File: src/rtl/reset_sequencer.sv
// Staged reset release behind a synchronised, qualified PLL lock; any lock loss re-asserts all stages.
// Optional lock-loss counter enabled by macro RESET_SEQ_LOSS_COUNT_EN (otherwise loss_count is tied to 0).
module reset_sequencer #(
  parameter int SYNC_STAGES        = 2,
  parameter int LOCK_STABLE_CYCLES = 1024,
  parameter int STAGE_GAP_CYCLES   = 16,
  parameter int NUM_STAGES         = 3,
  parameter int LOSS_CNT_WIDTH     = 8
) (
  input  logic                      clock,
  input  logic                      reset,
  input  logic                      locked,
  output logic [NUM_STAGES-1:0]     sys_reset,
  output logic                      ready,
  output logic [LOSS_CNT_WIDTH-1:0] loss_count
);

  localparam int STB_W = $clog2(LOCK_STABLE_CYCLES) + 1;
  localparam int GAP_W = $clog2(STAGE_GAP_CYCLES) + 1;
  localparam int STG_W = $clog2(NUM_STAGES + 1);

  localparam logic [STB_W-1:0]      STB_LAST = STB_W'(LOCK_STABLE_CYCLES - 1);
  localparam logic [GAP_W-1:0]      GAP_LAST = GAP_W'(STAGE_GAP_CYCLES - 1);
  localparam logic [STG_W-1:0]      STG_LAST = STG_W'(NUM_STAGES - 1);
  localparam logic [NUM_STAGES-1:0] STG_ONE  = NUM_STAGES'(1);

  typedef enum logic [1:0] {S_HOLD, S_STABLE, S_RELEASE, S_RUN} state_t;

  logic [SYNC_STAGES-1:0] r_sync;
  logic                   w_locked_s;

  state_t                 r_state, w_state_nxt;
  logic [STB_W-1:0]       r_stb_cnt, w_stb_nxt;
  logic [GAP_W-1:0]       r_gap_cnt, w_gap_nxt;
  logic [STG_W-1:0]       r_stage, w_stage_nxt;
  logic [NUM_STAGES-1:0]  r_sys_reset, w_sys_reset_nxt;
  logic                   r_ready, w_ready_nxt;
  logic                   w_release;

  // Only this chain samples the asynchronous lock flag.
  always_ff @(posedge clock or posedge reset) begin
    if (reset) begin
      r_sync <= '0;
    end else begin
      r_sync <= {r_sync[SYNC_STAGES-2:0], locked};
    end
  end

  assign w_locked_s = r_sync[SYNC_STAGES-1];

  always_ff @(posedge clock or posedge reset) begin
    if (reset) begin
      r_state     <= S_HOLD;
      r_stb_cnt   <= '0;
      r_gap_cnt   <= '0;
      r_stage     <= '0;
      r_sys_reset <= '1;
      r_ready     <= 1'b0;
    end else begin
      r_state     <= w_state_nxt;
      r_stb_cnt   <= w_stb_nxt;
      r_gap_cnt   <= w_gap_nxt;
      r_stage     <= w_stage_nxt;
      r_sys_reset <= w_sys_reset_nxt;
      r_ready     <= w_ready_nxt;
    end
  end

  always_comb begin
    w_state_nxt     = r_state;
    w_stb_nxt       = r_stb_cnt;
    w_gap_nxt       = r_gap_cnt;
    w_stage_nxt     = r_stage;
    w_sys_reset_nxt = r_sys_reset;
    w_ready_nxt     = r_ready;
    w_release       = 1'b0;
    // Lock loss outranks any release or count in the same cycle.
    if (r_state != S_HOLD && !w_locked_s) begin
      w_state_nxt     = S_HOLD;
      w_stb_nxt       = '0;
      w_gap_nxt       = '0;
      w_stage_nxt     = '0;
      w_sys_reset_nxt = '1;
      w_ready_nxt     = 1'b0;
    end else begin
      case (r_state)
        S_HOLD: begin
          w_sys_reset_nxt = '1;
          w_ready_nxt     = 1'b0;
          if (w_locked_s) begin
            w_state_nxt = S_STABLE;
            w_stb_nxt   = '0;
          end
        end
        S_STABLE: begin
          if (r_stb_cnt == STB_LAST) begin
            w_release = 1'b1;
            w_gap_nxt = '0;
            if (NUM_STAGES == 1) begin
              w_state_nxt = S_RUN;
              w_ready_nxt = 1'b1;
            end else begin
              w_state_nxt = S_RELEASE;
            end
          end else begin
            w_stb_nxt = r_stb_cnt + STB_W'(1);
          end
        end
        S_RELEASE: begin
          if (r_gap_cnt == GAP_LAST) begin
            w_release = 1'b1;
            w_gap_nxt = '0;
            if (r_stage == STG_LAST) begin
              w_state_nxt = S_RUN;
              w_ready_nxt = 1'b1;
            end
          end else begin
            w_gap_nxt = r_gap_cnt + GAP_W'(1);
          end
        end
        S_RUN: begin
          w_sys_reset_nxt = '0;
          w_ready_nxt     = 1'b1;
        end
        default: w_state_nxt = S_HOLD;
      endcase
      if (w_release) begin
        w_sys_reset_nxt = r_sys_reset & ~(STG_ONE << r_stage);
        w_stage_nxt     = r_stage + STG_W'(1);
      end
    end
  end

  assign sys_reset = r_sys_reset;
  assign ready     = r_ready;

`ifdef RESET_SEQ_LOSS_COUNT_EN
  logic [LOSS_CNT_WIDTH-1:0] r_loss_cnt;

  // Only losses out of RUN count; the counter sticks at all ones.
  always_ff @(posedge clock or posedge reset) begin
    if (reset) begin
      r_loss_cnt <= '0;
    end else if (r_state == S_RUN && !w_locked_s && r_loss_cnt != '1) begin
      r_loss_cnt <= r_loss_cnt + LOSS_CNT_WIDTH'(1);
    end
  end

  assign loss_count = r_loss_cnt;
`else
  assign loss_count = '0;
`endif

endmodule

File: config.mk
export PLATFORM = sky130hd
export DESIGN_NAME = reset_sequencer
export DESIGN_NICKNAME = d
export VERILOG_FILES = /design/src/rtl/reset_sequencer.sv
export SDC_FILE = /design/constraint.sdc
export NUM_CORES = 1
export LEC_CHECK = 0
export CAP_MARGIN = 30
export CORE_MARGIN = 3
export CORE_UTILIZATION = 54
export DETAILED_ROUTE_END_ITERATION = 7
export PLACE_DENSITY = 0.73
export SYNTH_ARGS = -nofsm -noshare
export SYNTH_HDL_FRONTEND = slang
export SYNTH_SLANG_ARGS = --single-unit
File: constraint.sdc
create_clock -name clock -period 2.1 [get_ports clock]
set_input_delay 0.21 -clock clock [delete_from_list [all_inputs] [get_ports clock]]
set_output_delay 0.21 -clock clock [all_outputs]
set_load 0.005 [all_outputs]
==> results.py, run 1 <==
metrics = {
    "synthesis": {
        "synth_cell_types": 53,
        "avgSynthCellArea_sq_um": 9.64,
        "yosys_warnings": 0,
        "dominant_combinational_cell_family_by_area_after_synthesis": "compound AO/OA/AOI/OAI gates",
        "syn_inst_count": 174,
        "seq_cells_post_synth": 26,
        "yosys.area_share.xor_xnor_pct": 0,
        "netlist_area_before_placement_sq_mm": 0.00168,
        "fraction_of_the_mapped_netlist_area_in_simple_logic_gates_pct": 18.4,
        "synth.area.mux_share_pct": 3.66,
        "seq_area_frac_synth_pct": 39.0,
        "synth_enable_flop_cells": 0,
        "synth_ff_type": "sky130_fd_sc_hd__dfrtp_1",
        "share_of_flip_flops_with_an_asynchronous_set_or_reset_pct": 100,
        "synth-adder-area-share_pct": 6.72,
        "synthesized_area_fraction_occupied_by_ao_oa_aoi_and_oai_cells_pct": 23.3,
    },
    "critical_path": {
        "crit_type": "reg -> reg",
        "end_kind": "flop",
        "arrival_ns": 2.23,
        "crit_path_max_fanout": 7,
        "setup.worst_path.start_class": "flop",
        "cp.required_ns": 2.32,
    },
    "sta": {
        "report.final.slew_viol_count": 0,
        "timing.fmax_mhz": 496,
        "worst_pin_slew_ns": 0.562,
        "final.period_utilization_pct": 96.0,
        "final-setup-viol-count": 0,
        "finalClockSkew_ns": 0.00158,
        "max_slew_margin_pct": 62.6,
        "hold_viol": 0,
        "finalWorstPathRequiredPeriod_ns": 2.02,
    },
    "drt": {
        "detailed_route_wire_length_per_cell_um": 15.7,
        "drt_first_pass_iters": 4,
        "antenna_violating_nets_left": 0,
        "detail_route.iter0.violations": 60,
        "number_of_remaining_drc_errors": 0,
        "wire_length_after_detailed_routing_um": 3360,
        "dr_total_vias": 1348,
        "route.detailed.vias_per_inst": 6.30,
    },
    "final_layout": {
        "antenna_cells": 0,
        "syn_to_final_growth_pct": 8.81,
        "layoutNonFillerInstCount": 214,
        "post_route_cells_drive_above_1_share_pct": 18.6,
        "nNetsFinal": 196,
        "filler_cell_count": 236,
        "post-route-cell-area_sq_mm": 0.00182,
    },
    "clock_tree": {
        "clock_tree.root_cell": "sky130_fd_sc_hd__clkbuf_4",
        "cts_resized": 0,
        "holdBufCountCts": 0,
        "clock-sinks": 26,
        "tritoncts": "built",
        "insertion_delay_ns": 0.32,
        "post-cts-setup-buffer-count": 0,
        "htreeDepth": 1,
        "clock_tree.buffer_depth": 2,
        "cts_buffers": 3,
        "worst_setup_hold_path_clk_slew_ns": 0.14,
    },
    "floorplanning": {
        "floorplan.rows": 19,
        "start_util_pct": 58.8,
        "io_pins": 15,
        "die-height_um": 61.7,
        "floorplan.die_area_sq_mm": 0.00381,
        "width_of_the_chip_um": 61.7,
        "core_area_sq_mm": 0.00285,
    },
    "power_and_ir_drop": {
        "vdd_ir_drop_max_mv": 0.637,
        "leakagePower_uw": 0.000788,
        "cellPowerDensity_mw_per_mm2": 1050,
    },
    "placement": {
        "finalWeightedCongestion": 0.804,
        "dp_hpwl_um": 2520,
        "placed_cells": 210,
        "placement.io_buffers": 6,
        "placed_cell_area_sq_mm": 0.00177,
    },
    "global_route": {
        "use_met1_pct": 27.4,
        "overflow": 0,
        "grt.total_usage_pct": 19.3,
        "grt.met3_usage_pct": 1.86,
        "via_count_of_the_first_global_routing_pass": 1266,
        "met2_usage_pct": 31.7,
        "antenna_found_initial": 0,
        "grt_start_max_net_pins": 27,
        "gr-max-usage-layer": "met2",
        "grt_pass1_wl_um": 5580,
    },
    "status": {
        "run_status": "finished clean",
    },
    "hold_path": {
        "min_path_type": "in -> async",
    },
    "run": {
        "reported_max_cap_violation_count": 0,
    },
}
## routing by layer
layer	vias to the layer above	share of wire, %
li1	656	-
met5	-	0
met2	35	48
met4	0	0
met3	0	3.7
met1	657	48
## area by class of cell
type                            instances  area (sq um)  share of cell area, %
Multi-Input combinational cell        126           922                   50.5
Sequential cell                        26           654                   35.9
Timing Repair Buffer                   15           128                   7.00
Inverter                               12          45.0                   2.47
Tap cell                               31          38.8                   2.13
Clock buffer                            4          36.3                   1.99
## worst paths after layout
path | to | depth (start not counted) | startpoint | slack [ns]
setup / recovery | r_gap_cnt[3] | 6 | r_state[0] | 0.08
hold / removal | r_gap_cnt[2] | 3 | reset | 0.22
setup reg to reg | r_gap_cnt[3] | 6 | r_state[0] | 0.08
hold reg to reg | r_sync[1] | 0 | r_sync[0] | 0.37
max in group asynchronous | sys_reset[1] | 3 | reset | 1.58
min in group clock | r_sync[0] | 1 | locked | 0.33
## synth_stat cells (2+ instances only)
cell type / instances / area share [%]
sky130_fd_sc_hd__clkbuf_1: 8 / 1.8
sky130_fd_sc_hd__dfstp_2: 3 / 4.7
sky130_fd_sc_hd__nor3_1: 4 / 1.2
sky130_fd_sc_hd__or4_1: 2 / 0.90
sky130_fd_sc_hd__a31oi_1: 2 / 0.75
sky130_fd_sc_hd__o21bai_1: 4 / 1.8
sky130_fd_sc_hd__dfrtp_1: 23 / 34
sky130_fd_sc_hd__or2_2: 2 / 0.75
sky130_fd_sc_hd__mux2i_1: 5 / 3.0
sky130_fd_sc_hd__o311ai_1: 3 / 1.6
sky130_fd_sc_hd__nor2b_1: 3 / 1.1
sky130_fd_sc_hd__ha_1: 9 / 6.7
sky130_fd_sc_hd__o2111ai_1: 4 / 2.1
sky130_fd_sc_hd__o21ai_0: 10 / 3.0
sky130_fd_sc_hd__nor3b_1: 2 / 0.90
sky130_fd_sc_hd__nand3_1: 7 / 2.1
sky130_fd_sc_hd__nor2_1: 8 / 1.8
sky130_fd_sc_hd__inv_1: 12 / 2.7
sky130_fd_sc_hd__o31ai_1: 7 / 3.1
sky130_fd_sc_hd__a21oi_1: 7 / 2.1
sky130_fd_sc_hd__buf_4: 8 / 3.6
sky130_fd_sc_hd__nand2_1: 6 / 1.3
sky130_fd_sc_hd__or3_1: 2 / 0.75
sky130_fd_sc_hd__o21a_1: 2 / 0.90
sky130_fd_sc_hd__nor4_1: 3 / 1.1
## worst max-delay path, cell delays in order (launching register included)
cell	delay [ns]
sky130_fd_sc_hd__dfrtp_1	0.37
sky130_fd_sc_hd__inv_1	0.07
sky130_fd_sc_hd__ha_1	0.31
sky130_fd_sc_hd__or2_2	0.40
sky130_fd_sc_hd__o311ai_1	0.18
sky130_fd_sc_hd__nand2_1	0.22
sky130_fd_sc_hd__o41ai_1	0.35
## cells by family after synthesis
| group | after synthesis |
|---|---|
| other | 1 |
| buffers and inverters | 29 |
| multiplexers | 6 |
| adder cells (fa/ha/maj) | 9 |
| AO/OA/AOI/OAI | 53 |
| flip-flops | 26 |
| AND/OR/NAND/NOR | 50 |
## cell usage in the layout (no fill, tap or decap), types with 2 or more instances in the layout
cell	count
sky130_fd_sc_hd__o21ai_0	10
sky130_fd_sc_hd__nor4_1	3
sky130_fd_sc_hd__nor2_1	8
sky130_fd_sc_hd__a31oi_1	2
sky130_fd_sc_hd__conb_1	8
sky130_fd_sc_hd__o311ai_1	3
sky130_fd_sc_hd__or3_1	2
sky130_fd_sc_hd__a21oi_1	7
sky130_fd_sc_hd__or4_1	2
sky130_fd_sc_hd__dfstp_2	3
sky130_fd_sc_hd__nand2_1	6
sky130_fd_sc_hd__mux2i_1	5
sky130_fd_sc_hd__clkbuf_4	3
sky130_fd_sc_hd__nor3b_1	2
sky130_fd_sc_hd__nand3_1	7
sky130_fd_sc_hd__o21bai_1	4
sky130_fd_sc_hd__clkdlybuf4s50_1	6
sky130_fd_sc_hd__o21a_1	2
sky130_fd_sc_hd__o2111ai_1	4
sky130_fd_sc_hd__ha_1	9
sky130_fd_sc_hd__o31ai_1	7
sky130_fd_sc_hd__buf_4	9
sky130_fd_sc_hd__nor2b_1	3
sky130_fd_sc_hd__inv_1	12
sky130_fd_sc_hd__nor3_1	4
sky130_fd_sc_hd__dfrtp_1	23
sky130_fd_sc_hd__or2_2	2
## stage by stage
step,hold WS [ns],util [%],power (uW),setup TNS [ns],worst slack (ns)
6_report,0.222,63.9,1910,0,0.0847
3_5_place_dp,0.342,62.0,1610,0,0.0867
5_1_grt,0.232,63.9,2050,-0.00579,-0.00579
3_3_place_gp,0.332,62.0,1580,0,0.173
4_1_cts,0.229,63.2,1870,0,0.0672
2_1_floorplan,0.241,-,1340,0,0.237
## flip-flops by register name, indices dropped and copies added, names as in the netlist
signal     flops
r_gap_cnt      5
r_stage        2
r_state        2
r_stb_cnt     11
r_sync         2
ready          1
sys_reset      3
## power by group
part | total (uW) | leakage (uW) | switching, uW | internal [uW]
sequential | 642 | 0.000343 | 56.8 | 585
combinational | 1010 | 0.000424 | 597 | 416
clock | 257 | 0.0000210 | 151 | 106
total | 1910 | 0.000788 | 804 | 1110
(Power assumes the default switching activity.)
==> run 2: changes to the inputs <==
Settings changed: GPL_TIMING_DRIVEN from default to 0.
==> run 2 against run 1 <==
Against the previous run: worst setup slack lost 0.016 ns; total power grew 4.7%; via count grew 0.74%; die area is the same; first-iteration DRC count grew 5.0%; design area grew 8.7%; utilization grew 5.6 points; critical path type unchanged; maximum frequency shrank 0.78%; register-to-register slack lost 0.02 ns; cell count grew 5.6%; sequential share of layout area shrank 2.8 points.
==> results.py, run 2 (synthesis results as in run 1) <==
metrics = {
    "floorplanning": {
        "start_util_pct": 58.8,
        "core_area_sq_mm": 0.00285,
        "floorplan.rows": 19,
        "width_of_the_chip_um": 61.7,
        "die-height_um": 61.7,
        "io_pins": 15,
        "floorplan.die_area_sq_mm": 0.00381,
    },
    "clock_tree": {
        "clock_tree.buffer_depth": 2,
        "cts_buffers": 3,
        "insertion_delay_ns": 0.33,
        "clock-sinks": 26,
        "worst_setup_hold_path_clk_slew_ns": 0.15,
        "holdBufCountCts": 0,
        "htreeDepth": 1,
        "clock_tree.root_cell": "sky130_fd_sc_hd__clkbuf_4",
        "tritoncts": "built",
    },
    "power_and_ir_drop": {
        "power.switching_fraction_pct": 42.5,
        "cellPowerDensity_mw_per_mm2": 1010,
        "cell_internal_pwr_uw": 1150,
        "leakagePower_uw": 0.000843,
        "part_of_the_power_in_registers_pct": 32.7,
        "clkPwrFrac_pct": 13.1,
        "power_frac_comb_pct": 54.2,
        "vdd_ir_drop_max_mv": 0.501,
        "net-switching-power_uw": 851,
    },
    "drt": {
        "drt_first_pass_iters": 4,
        "wire_length_after_detailed_routing_um": 3460,
        "detail_route.iter0.violations": 63,
        "antenna_violating_nets_left": 0,
        "dr_total_vias": 1358,
        "route.detailed.vias_per_inst": 6.01,
        "detailed_route_wire_length_per_cell_um": 15.3,
        "number_of_remaining_drc_errors": 0,
    },
    "sta": {
        "summed_negative_setup_slack_over_all_endpoints_ns": 0,
        "finalWorstPathRequiredPeriod_ns": 2.03,
        "final.period_utilization_pct": 96.7,
        "finalClockSkew_ns": 0.00663,
        "holdWs_ns": 0.180,
        "final-setup-viol-count": 0,
        "report.final.slew_viol_count": 0,
        "grt_setup_unrepaired": "yes",
        "timing.fmax_mhz": 492,
        "hold_viol": 0,
    },
    "global_route": {
        "use_met1_pct": 29.1,
        "via_count_of_the_first_global_routing_pass": 1238,
        "grt_start_max_net_pins": 18,
        "grt.met3_usage_pct": 2.48,
        "met2_usage_pct": 31.1,
        "gr-max-usage-layer": "met2",
        "grt.total_usage_pct": 19.9,
        "antenna_found_initial": 0,
        "grt_pass1_wl_um": 5660,
        "overflow": 0,
    },
    "critical_path": {
        "arrival_ns": 2.27,
        "setup.worst_path.start_class": "flop",
        "crit_chain": "ha_2 -> nand3_4 -> or4_4 -> buf_6 -> and2_4 -> o311ai_1",
        "worst-path-buf-inv": 1,
        "slowest_stage": "sky130_fd_sc_hd__or4_4",
        "crit_path_max_fanout": 10,
        "end_kind": "flop",
        "crit_type": "reg -> reg",
        "critPathTopFamily": "simple AND/OR/NAND/NOR gates",
        "worst_stage_delay_on_the_critical_path_ns": 0.57,
        "cp.required_ns": 2.34,
    },
    "final_layout": {
        "register_name_with_the_most_flops": "r_stb_cnt",
        "commonest_non_fill_non_tap_cells_in_the_layout": "sky130_fd_sc_hd__dfrtp_1, sky130_fd_sc_hd__inv_1, sky130_fd_sc_hd__buf_4",
        "post_route_cells_drive_above_1_share_pct": 26.2,
        "nNetsFinal": 208,
        "final_common_cell": "sky130_fd_sc_hd__dfrtp_1",
        "antenna_cells": 0,
        "syn_to_final_growth_pct": 18.3,
        "final_core_utilization_pct": 69.5,
        "largest_register_ffs": 11,
        "filler_cell_count": 216,
    },
    "placement": {
        "dp_hpwl_um": 2500,
        "placement.io_buffers": 6,
        "finalWeightedCongestion": 0.833,
    },
    "run": {
        "reported_max_cap_violation_count": 0,
    },
    "hold_path": {
        "min_path_type": "in -> async",
    },
    "status": {
        "run_status": "finished clean",
    },
}
==> run 2: repair_timing <==
| action | 4_1_cts | 5_1_grt |
|---|---|---|
| endpoints found under the setup margin | 13 | 22 |
| buffers inserted | 2 | 2 |
| gates resized for setup | 3 | 19 |
| pin swaps | 1 | 1 |
==> run 2: final cells by class <==
type | count | area, sq um | area share (%)
multi-input combinational | 126 | 986 | 49.7
sequential | 26 | 656 | 33.1
tap | 31 | 38.8 | 1.96
clock buffer | 4 | 36.3 | 1.83
buffer | 16 | 104 | 5.24
inverter | 12 | 45.0 | 2.27
timing repair buffer | 11 | 118 | 5.93
==> run 2: worst paths after layout <==
check                           depth (start not counted)         start            to  slack (ns)
worst min-delay path                                    2         reset  r_gap_cnt[0]        0.18
worst max-delay path                                    6  r_stb_cnt[1]  sys_reset[1]        0.07
min in group clock                                      1        locked     r_sync[0]        0.31
max in group asynchronous                               3         reset  sys_reset[2]        1.39
worst max register to register                          6  r_stb_cnt[1]  sys_reset[1]        0.07
worst min register to register                          0     r_sync[0]     r_sync[1]        0.37
==> run 2: through the flow <==
step	setup WS [ns]	total power, uW	cell area (sq um)	cells
after global placement	0.00449	1540	1800	218
final	0.0688	2000	1980	226
after floorplan	0.237	1340	1700	181
after CTS	-0.0436	1900	1890	225
after global routing	-0.0117	2170	1980	226
after detailed placement	-0.103	1580	1830	219
==> run 2: per-layer routing <==
metal | part of all wire [%] | vias to the layer above
li1 | - | 681
met1 | 48 | 648
met2 | 48 | 24
met3 | 3.2 | 5
met4 | 1.1 | 0
met5 | 0 | -
==> run 2: power groups by stage <==
stage	combinational, uW	clock (uW)	sequential, uW
global route	1210	290	664
CTS	973	268	656
floorplan	685	0	655
global placement	869	0	669
finish	1080	262	654
detailed placement	910	0	673
==> run 2: worst reg2reg max path, stage by stage, from the launching register on <==
cell                       delay [ns]
sky130_fd_sc_hd__dfrtp_1         0.43
sky130_fd_sc_hd__ha_2            0.23
sky130_fd_sc_hd__nand3_4         0.15
sky130_fd_sc_hd__or4_4           0.57
sky130_fd_sc_hd__buf_6           0.15
sky130_fd_sc_hd__and2_4          0.17
sky130_fd_sc_hd__o311ai_1        0.25
==> run 3: changes to the inputs <==
Settings changed: ABC_CLOCK_PERIOD_IN_PS from default to 2100, CORE_MARGIN 3 to 2.
==> run 3 against run 2 <==
Against the previous run: routed wire length increased by 3.9%; worst setup slack improved by 0.038 ns; design area decreased by 1.1%; count of clock-buffer cells in the layout unchanged; cell count increased by 0.88%; first-iteration DRC count increased by 14%; sequential share of layout area increased by 0.44 points; critical path type unchanged; sequential power about the same; combinational power about the same; total power decreased by 1.7%; maximum frequency increased by 1.9%; largest power group unchanged.
==> results.py, run 3 (synthesis results as in run 1) <==
metrics = {
    "status": {
        "run_status": "finished clean",
    },
    "floorplanning": {
        "core_area_sq_mm": 0.00300,
        "start_util_pct": 55.8,
        "io_pins": 15,
        "floorplan.rows": 20,
        "floorplan.die_area_sq_mm": 0.00357,
        "die-height_um": 59.7,
        "width_of_the_chip_um": 59.7,
    },
    "global_route": {
        "overflow": 0,
        "grt_pass1_wl_um": 5920,
        "use_met1_pct": 28.7,
        "grt.met3_usage_pct": 2.38,
        "met2_usage_pct": 35.4,
        "gr-max-usage-layer": "met2",
        "antenna_found_initial": 0,
        "grt_start_max_net_pins": 27,
        "via_count_of_the_first_global_routing_pass": 1316,
        "grt.total_usage_pct": 21.5,
    },
    "sta": {
        "final.period_utilization_pct": 94.9,
        "final-setup-viol-count": 0,
        "report.final.slew_viol_count": 0,
        "finalClockSkew_ns": 0.00977,
        "max_slew_margin_pct": 66.6,
        "grt_setup_unrepaired": "no",
        "hold_viol": 0,
        "finalWorstPathRequiredPeriod_ns": 1.99,
        "timing.fmax_mhz": 502,
        "summed_negative_setup_slack_over_all_endpoints_ns": 0,
        "worst_pin_slew_ns": 0.497,
    },
    "placement": {
        "dp_hpwl_um": 2470,
        "placed_cells": 220,
        "placed_cell_area_sq_mm": 0.00180,
        "finalWeightedCongestion": 0.826,
        "placement.io_buffers": 6,
    },
    "final_layout": {
        "final_common_cell": "sky130_fd_sc_hd__dfrtp_1",
        "nNetsFinal": 208,
        "syn_to_final_growth_pct": 16.9,
        "filler_cell_count": 238,
        "layoutNonFillerInstCount": 228,
        "commonest_non_fill_non_tap_cells_in_the_layout": "sky130_fd_sc_hd__dfrtp_1, sky130_fd_sc_hd__inv_1, sky130_fd_sc_hd__buf_4",
        "multiInputGateArea_sq_um": 970,
        "final-seq-area_sq_um": 657,
        "antenna_cells": 0,
        "post-route-cell-area_sq_mm": 0.00196,
        "largest_register_ffs": 11,
        "post_route_cells_drive_above_1_share_pct": 26.2,
        "register_name_with_the_most_flops": "r_stb_cnt",
    },
    "drt": {
        "wire_length_after_detailed_routing_um": 3590,
        "drt_first_pass_iters": 4,
        "route.detailed.vias_per_inst": 6.21,
        "number_of_remaining_drc_errors": 0,
        "dr_total_vias": 1415,
        "detail_route.iter0.violations": 72,
        "antenna_violating_nets_left": 0,
        "detailed_route_wire_length_per_cell_um": 15.8,
    },
    "clock_tree": {
        "cts_buffers": 3,
        "tritoncts": "built",
        "clock-sinks": 26,
        "worst_setup_hold_path_clk_slew_ns": 0.14,
        "clock_tree.root_cell": "sky130_fd_sc_hd__clkbuf_4",
        "clock_tree.buffer_depth": 2,
        "htreeDepth": 1,
        "insertion_delay_ns": 0.32,
    },
    "hold_path": {
        "min_path_type": "in -> async",
    },
    "critical_path": {
        "end_kind": "flop",
        "cp.required_ns": 2.34,
        "crit_type": "reg -> reg",
        "arrival_ns": 2.23,
        "crit_path_max_fanout": 10,
        "setup.worst_path.start_class": "flop",
    },
    "power_and_ir_drop": {
        "vdd_ir_drop_max_mv": 0.905,
        "cellPowerDensity_mw_per_mm2": 1000,
        "leakagePower_uw": 0.000846,
    },
    "run": {
        "reported_max_cap_violation_count": 0,
    },
}
==> run 3: metrics by stage <==
| step | setup slack, ns | util [%] | hold WS [ns] | total power (uW) |
|---|---|---|---|---|
| floorplan | 0.237 | - | 0.241 | 1340 |
| global placement | -0.00934 | 60.1 | 0.340 | 1540 |
| detailed placement | -0.133 | 60.1 | 0.344 | 1580 |
| CTS | 0.0179 | 61.5 | 0.312 | 1840 |
| global route | 0.0136 | 65.3 | 0.0700 | 2120 |
| finish | 0.107 | 65.3 | 0.0680 | 1970 |
==> run 3: routing by layer <==
layer  part of all wire (%)  vias up
li1                       -      675
met1                     44      681
met2                     49       48
met3                    4.3       11
met4                    2.2        0
met5                      0        -
==> run 3: layout make-up <==
| type | instances | area share [%] |
|---|---|---|
| multi-input combinational | 126 | 49.5 |
| inverter | 12 | 2.30 |
| tap | 33 | 2.11 |
| sequential | 26 | 33.5 |
| timing repair buffer | 11 | 6.00 |
| buffer | 16 | 5.30 |
| clock buffer | 4 | 1.34 |
==> run 3: final timing paths <==
| path | startpoint | endpoint | slack, ns | cells after the start |
|---|---|---|---|---|
| max | r_stb_cnt[1] | sys_reset[0] | 0.11 | 6 |
| min | reset | r_stb_cnt[5] | 0.07 | 2 |
| max reg2reg | r_stb_cnt[1] | sys_reset[0] | 0.11 | 6 |
| min reg2reg | r_sync[0] | r_sync[1] | 0.37 | 0 |
| max in group asynchronous | reset | sys_reset[2] | 1.59 | 3 |
| min in group clock | locked | r_sync[0] | 0.31 | 1 |
==> run 3: report_power, final <==
part	total (uW)	leakage, uW	internal (uW)	switching (uW)
combinational	1090	0.000491	449	638
sequential	655	0.000341	588	67.0
clock	224	0.0000150	74.4	150
==> run 3: critical path, cell delays in order (launching register included) <==
cell and delay, ns:
sky130_fd_sc_hd__dfrtp_1 0.47, sky130_fd_sc_hd__ha_4 0.18, sky130_fd_sc_hd__nand3_4 0.14, sky130_fd_sc_hd__or4_4 0.57, sky130_fd_sc_hd__buf_6 0.15, sky130_fd_sc_hd__and2_4 0.16, sky130_fd_sc_hd__o311ai_1 0.24
==> run 3: what timing repair did <==
| item | in CTS | in global routing |
|---|---|---|
| hold buffers | 0 | 0 |
| endpoints found under the setup margin | 13 | 21 |
| gates resized for setup | 4 | 17 |
| setup buffers | 1 | 3 |
| pin swaps | 1 | 1 |
| gates cloned | 0 | 0 |
